$ cat src/rtl/frame_tx_pkg.sv
// Shared types and elaboration helpers for the frame-stream transmitter.
// Optional feature macro used by the block: FRAME_TX_TPG_EN.
package frame_tx_pkg;

  typedef enum logic [2:0] {
    ST_IDLE    = 3'd0,
    ST_VSYNC   = 3'd1,
    ST_VB_PRE  = 3'd2,
    ST_LINE    = 3'd3,
    ST_HBLANK  = 3'd4,
    ST_VB_POST = 3'd5
  } state_e;

  // Bits needed to count 0..n-1 (at least one bit).
  function automatic int cnt_width(input int n);
    int w;
    w = 1;
    while ((64'd1 << w) < 64'(n)) w = w + 1;
    return w;
  endfunction

  function automatic int max3(input int a, input int b, input int c);
    int m;
    m = (a > b) ? a : b;
    return (m > c) ? m : c;
  endfunction

  // Blanking must be long enough for the 2-cycle output pipe to drain
  // before the next read burst and before the end-of-frame pulse.
  function automatic bit blanking_ok(input int vs_len, input int vb_len, input int hb_len);
    return (vs_len >= 1) && (vb_len >= 2) && (hb_len >= 2);
  endfunction

  function automatic bit addr_fits(input int aw, input int iw, input int ih);
    return (64'(iw) * 64'(ih) - 64'd1) < (64'd1 << aw);
  endfunction

endpackage

$ cat src/rtl/frame_tx_tpg.sv
// Test-pattern generator: pixel value = pix_cnt + line_cnt (mod 2^DW).
// Registers the pattern once so it lines up with synchronous read data;
// the transmitter's output register supplies the second pipeline stage.
// Only instantiated when FRAME_TX_TPG_EN is defined.
module frame_tx_tpg
  import frame_tx_pkg::*;
#(
  parameter int DW = 14,
  parameter int PW = 10,
  parameter int LW = 9
) (
  input  logic          clk,
  input  logic          rst_n,
  input  logic          rd_en,
  input  logic [PW-1:0] pix_cnt,
  input  logic [LW-1:0] line_cnt,
  output logic [DW-1:0] pat_data
);

  localparam int SW = ((PW > LW) ? PW : LW) + 1;

  logic [SW-1:0] sum;
  logic [DW-1:0] pat_d, pat_q;

  // Pattern for the pixel addressed this cycle; held between reads.
  // NOTE: every signal written here gets a default first, so no path can infer a latch.
  always_comb begin
    sum   = SW'(pix_cnt) + SW'(line_cnt);
    pat_d = pat_q;
    if (rd_en) pat_d = DW'(sum);
  end

  // Pattern register, aligned with the frame-buffer read latency.
  // NOTE: flops use non-blocking assignments so every register samples pre-edge values.
  always_ff @(posedge clk or negedge rst_n) begin
    if (!rst_n) pat_q <= '0;
    else        pat_q <= pat_d;
  end

  assign pat_data = pat_q;

endmodule

$ cat src/rtl/frame_stream_tx.sv
// Frame-stream transmitter: reads one stored frame from a synchronous
// frame-buffer port and emits it as vsync / valid / pixel raster stream
// with programmable vsync width, vertical and horizontal blanking.
// Optional internal test pattern: define FRAME_TX_TPG_EN.
module frame_stream_tx
  import frame_tx_pkg::*;
#(
  parameter int DW     = 14,
  parameter int IW     = 640,
  parameter int IH     = 512,
  parameter int AW     = 19,
  parameter int VS_LEN = 4,
  parameter int VB_LEN = 16,
  parameter int HB_LEN = 32
) (
  input  logic          clk,
  input  logic          rst_n,
  input  logic          start,
  input  logic          cont,
  output logic          rd_en,
  output logic [AW-1:0] rd_addr,
  input  logic [DW-1:0] rd_data,
  input  logic          pat_sel,
  output logic          vsync_out,
  output logic          dout_valid,
  output logic [DW-1:0] dout,
  output logic          busy,
  output logic          frame_done
);

  localparam int PW = cnt_width(IW);
  localparam int LW = cnt_width(IH);
  localparam int BW = cnt_width(max3(VS_LEN, VB_LEN, HB_LEN));

  localparam logic [PW-1:0] PIX_LAST  = PW'(IW - 1);
  localparam logic [LW-1:0] LINE_LAST = LW'(IH - 1);
  localparam logic [BW-1:0] VS_LAST   = BW'(VS_LEN - 1);
  localparam logic [BW-1:0] VB_LAST   = BW'(VB_LEN - 1);
  localparam logic [BW-1:0] HB_LAST   = BW'(HB_LEN - 1);

  if (!blanking_ok(VS_LEN, VB_LEN, HB_LEN)) begin : g_bad_blanking
    $error("frame_stream_tx: needs VS_LEN>=1, VB_LEN>=2, HB_LEN>=2");
  end
  if (!addr_fits(AW, IW, IH)) begin : g_bad_aw
    $error("frame_stream_tx: AW too narrow for IW*IH-1");
  end

  state_e        state_d, state_q;
  logic [BW-1:0] blank_d, blank_q;
  logic [PW-1:0] pix_d, pix_q;
  logic [LW-1:0] line_d, line_q;
  logic [AW-1:0] addr_d, addr_q;
  logic          frame_start;
  logic          rd_vld_d, rd_vld_q;
  logic          dout_valid_d, dout_valid_q;
  logic [DW-1:0] dout_d, dout_q;
  logic [DW-1:0] pix_src;

  // Next-state, counter and address generation for the raster sequence.
  always_comb begin
    state_d     = state_q;
    blank_d     = blank_q;
    pix_d       = pix_q;
    line_d      = line_q;
    addr_d      = addr_q;
    frame_start = 1'b0;
    unique case (state_q)
      ST_IDLE: begin
        if (start) frame_start = 1'b1;
      end
      ST_VSYNC: begin
        if (blank_q == VS_LAST) begin
          state_d = ST_VB_PRE;
          blank_d = '0;
        end else begin
          blank_d = blank_q + BW'(1);
        end
      end
      ST_VB_PRE: begin
        if (blank_q == VB_LAST) begin
          state_d = ST_LINE;
          blank_d = '0;
        end else begin
          blank_d = blank_q + BW'(1);
        end
      end
      ST_LINE: begin
        // Address holds at IW*IH-1 after the last pixel instead of wrapping.
        if (!(pix_q == PIX_LAST && line_q == LINE_LAST)) addr_d = addr_q + AW'(1);
        if (pix_q == PIX_LAST) begin
          pix_d = '0;
          if (line_q == LINE_LAST) state_d = ST_VB_POST;
          else                     state_d = ST_HBLANK;
        end else begin
          pix_d = pix_q + PW'(1);
        end
      end
      ST_HBLANK: begin
        if (blank_q == HB_LAST) begin
          state_d = ST_LINE;
          blank_d = '0;
          line_d  = line_q + LW'(1);
        end else begin
          blank_d = blank_q + BW'(1);
        end
      end
      ST_VB_POST: begin
        if (blank_q == VB_LAST) begin
          if (cont) begin
            frame_start = 1'b1;
          end else begin
            state_d = ST_IDLE;
            blank_d = '0;
          end
        end else begin
          blank_d = blank_q + BW'(1);
        end
      end
      default: state_d = ST_IDLE;
    endcase
    // Every frame starts from clean counters and address 0.
    if (frame_start) begin
      state_d = ST_VSYNC;
      blank_d = '0;
      pix_d   = '0;
      line_d  = '0;
      addr_d  = '0;
    end
  end

  // State, counter and address registers.
  always_ff @(posedge clk or negedge rst_n) begin
    if (!rst_n) begin
      state_q <= ST_IDLE;
      blank_q <= '0;
      pix_q   <= '0;
      line_q  <= '0;
      addr_q  <= '0;
    end else begin
      state_q <= state_d;
      blank_q <= blank_d;
      pix_q   <= pix_d;
      line_q  <= line_d;
      addr_q  <= addr_d;
    end
  end

`ifdef FRAME_TX_TPG_EN
  logic          pat_sel_d, pat_sel_q;
  logic [DW-1:0] tpg_data;

  // Pattern select is frozen at frame start so a frame is never mixed.
  always_comb begin
    pat_sel_d = pat_sel_q;
    if (frame_start) pat_sel_d = pat_sel;
  end

  // Frozen pattern-select register.
  always_ff @(posedge clk or negedge rst_n) begin
    if (!rst_n) pat_sel_q <= 1'b0;
    else        pat_sel_q <= pat_sel_d;
  end

  frame_tx_tpg #(
    .DW(DW),
    .PW(PW),
    .LW(LW)
  ) u_tpg (
    .clk      (clk),
    .rst_n    (rst_n),
    .rd_en    (rd_en),
    .pix_cnt  (pix_q),
    .line_cnt (line_q),
    .pat_data (tpg_data)
  );

  assign pix_src = pat_sel_q ? tpg_data : rd_data;
`else
  logic unused_pat_sel;
  assign unused_pat_sel = pat_sel;
  assign pix_src        = rd_data;
`endif

  // Output pipe: stage 1 qualifies read data, stage 2 registers the pixel.
  always_comb begin
    rd_vld_d     = rd_en;
    dout_valid_d = rd_vld_q;
    dout_d       = dout_q;
    if (rd_vld_q) dout_d = pix_src;
  end

  // Output pipeline registers.
  always_ff @(posedge clk or negedge rst_n) begin
    if (!rst_n) begin
      rd_vld_q     <= 1'b0;
      dout_valid_q <= 1'b0;
      dout_q       <= '0;
    end else begin
      rd_vld_q     <= rd_vld_d;
      dout_valid_q <= dout_valid_d;
      dout_q       <= dout_d;
    end
  end

  assign rd_en      = (state_q == ST_LINE);
  assign rd_addr    = addr_q;
  assign vsync_out  = (state_q == ST_VSYNC);
  assign busy       = (state_q != ST_IDLE);
  assign frame_done = (state_q == ST_VB_POST) && (blank_q == VB_LAST);
  assign dout_valid = dout_valid_q;
  assign dout       = dout_q;

endmodule

$ cat config.mk
export PLATFORM = sky130hd
export DESIGN_NAME = frame_stream_tx
export DESIGN_NICKNAME = d
export VERILOG_FILES = /design/src/rtl/frame_tx_pkg.sv /design/src/rtl/frame_tx_tpg.sv /design/src/rtl/frame_stream_tx.sv
export SDC_FILE = /design/constraint.sdc
export NUM_CORES = 1
export LEC_CHECK = 0
export CAP_MARGIN = 40
export CORE_ASPECT_RATIO = 1.25
export CORE_MARGIN = 1
export CORE_UTILIZATION = 53
export DETAILED_ROUTE_END_ITERATION = 12
export GPL_TIMING_DRIVEN = 0
export HOLD_SLACK_MARGIN = 0.1
export PLACE_DENSITY = 0.91
export REMOVE_ABC_BUFFERS = 1
export SLEW_MARGIN = 5
export SYNTH_ARGS = -nofsm -noshare
export SYNTH_HDL_FRONTEND = slang
export SYNTH_SLANG_ARGS = --single-unit
$ cat constraint.sdc
create_clock -name clk -period 2.96 [get_ports clk]
set_clock_uncertainty 0.1 [all_clocks]
set_input_delay 0.296 -clock clk [delete_from_list [all_inputs] [get_ports clk]]
set_output_delay 0.296 -clock clk [all_outputs]
set_load 0.02 [all_outputs]
==> metrics.txt <==
Synth cell types 54; crit path kind register to output port; global placer's final weighted congestion 0.8557; Crit-path slowest cell dfrtp_1; RSZ-0062 raised after global routing no; vias in the first global route 2,636; cell area after synthesis 3351 µm²; n_diodes 0; Synth top area share 46.30%; Die Wd 73.12 µm; Area Growth Syn to Fin 23.79%; period utilization 91.31%; Buffers on Ports 55; Top FF cell, synth dfrtp_1; count leader, synth dfrtp_1; initial antenna violation count 0; Max Root-Sink Buffers 2; outcome finished, final reports clean; post-route cell area 4148 µm²; Final ANT Viol Nets 0; CTS tree built; Post-CTS Setup Bufs 0; max-slew violations 0; Mean Syn Cell Area 10.00 µm²; full die area 6646 µm²; grt ovf 0; first-pass iteration count of the detailed router 4; Setup TNS Final 0 ps; r2r worst-path depth 5; largest net degree at the start of global routing 63; worst path required time 2560 ps; Largest stage delay, worst path 740 ps; layout cell share with drive strength beyond 1 11.28%; hold slack 393.5 ps; DRC Markers 0; total leakage power 1.672 nW; Post-synth top cells dfrtp_1 (62), nand2_1 (27), a21oi_1 (24); hpwl dp 4.949 mm; Worst Hold Depth 1; clk_lat worst skew 340 ps; GRT Total Usage 23.40%; EDFF count, synth 0; Die H 90.90 µm; Sink Count 62; nets 412; via-per-instance ratio 5.973; I/O pins 57; power density over the cells 863.2 nW/µm²; Synth Warn # 0; async set-reset flop share out of synthesis 100.0%; Hold Fails Final Rpt 0; root buf cell clkbuf_8; first-pass GRT wire length 12.04 mm; sequence of cells on the critical path nand3b_4, clkinv_2, clkdlybuf4s50_1; H-tree levels 3; min Tclk post-route 2703 ps; Clock transition at path regs 60 ps; top cells by area, synth dfrtp_1 (46%), mux2_2 (5.4%), a21oi_1 (3.6%), o31ai_1 (3.6%), nand2_1 (3.0%); Routed WL 7.284 mm; max_cap viols 0; Critical Path Source Type register; Seq/Total Area, Yosys 46.30%; HP Class register to register; Synth Instances 335; Max FO, Critical Path 21; Num CTS Buffers 9; cell taking the most area after synthesis dfrtp_1; wire length per cell 15.33 µm; Worst slew margin 38.75%; Core Region 6126 µm²; critical path arrival 2310 ps; final setup fails 0; Synth Register Bits 62; Post-DP Area 3941 µm²; DRT iter0 DRCs 212; Starting Density 54.70%; Peak VDD IR 573.5 µV; Worst-Margin Slew 914.4 ps; endpoint type of the worst setup path output port; achievable frequency 370.0 MHz; # rows 32; Via Count 2,837
-- critical path, delay by kind of cell, from the launching register on --
family,cells,cell delay (ps)
buffers and inverters,2,880
flip-flops,1,740
AND/OR/NAND/NOR,1,340
-- placed cells by master, fill, tap and decap left out, types with 12 or more instances in the layout --
cell type	netlist	final
a21oi_1	24	24
clkbuf_8	0	12
clkdlybuf4s50_1	0	54
dfrtp_1	62	61
mux2_2	16	16
nand2_1	27	27
nand3_1	16	16
nor2_1	17	17
o21ai_0	12	12
o31ai_1	16	16
or4_1	13	13
-- per-stage QoR --
stage	setup WS, ps	instances	power, mW	utilization [%]
floorplan	451.8	317	2.258	-
global placement	-520.7	457	2.793	63.81
detailed placement	226.7	458	2.889	64.34
CTS	32.25	475	3.589	67.54
global route	130.8	475	3.795	67.71
finish	257.1	475	3.580	67.71
-- layer usage --
layer	global-route usage (%)	routed length, µm	up-vias
met5	0	0	-
met4	9.641	115	0
met3	5.022	330	13
met2	37.27	3716	82
met1	30.48	3121	1384
li1	-	-	1358
-- path summary, 6_finish.rpt --
path                            start           to  slack, ps
max                        state_q[1]        rd_en        260
min                          pix_q[9]     pix_q[9]        390
max reg2reg                state_q[1]  rd_addr[11]        390
min reg2reg                  pix_q[9]     pix_q[9]        390
max in group asynchronous       rst_n   state_q[0]       1750
min in group asynchronous       rst_n     dout[12]        480
-- sequential cells by signal (all words and copies together) (netlist names) --
name          flops
blank_q           5
dout             14
dout_valid        1
dout_valid_d      1
line_q            9
pix_q            10
rd_addr          19
state_q           3
-- power breakdown --
group / internal, mW / switching (mW) / leakage (nW)
Clock: 0.370 / 0.321 / 0.0954
Combinational: 0.722 / 0.693 / 0.757
Sequential: 1.12 / 0.359 / 0.819
Total: 2.21 / 1.37 / 1.67
-- repair_timing --
action / 4_1_cts / 5_1_grt
gates resized for setup: 0 / 2
hold endpoints to repair: 62 / 0
setup endpoints to repair: 0 / 4
hold buffers: 1 / 0
-- area by class of cell --
type                            instances  area (µm²)
Inverter                                8       31.28
Clock inverter                          3       17.52
Multi-Input combinational cell        247        1685
Sequential cell                        62        1553
Tap cell                               85       106.4
Fill cell                             477        1978
Clock buffer                           13       168.9
Timing Repair Buffer                   57       585.6
-- logic make-up after synthesis --
| family | Yosys count | synth area share [%] |
|---|---|---|
| AO/OA/AOI/OAI | 78 | 14.82 |
| XOR/XNOR | 10 | 2.614 |
| adder cells (fa/ha/maj) | 8 | 2.987 |
| buffers and inverters | 26 | 3.883 |
| flip-flops | 62 | 46.30 |
| multiplexers | 20 | 6.572 |
| AND/OR/NAND/NOR | 131 | 22.82 |
Power figures use the tool's default switching activity.
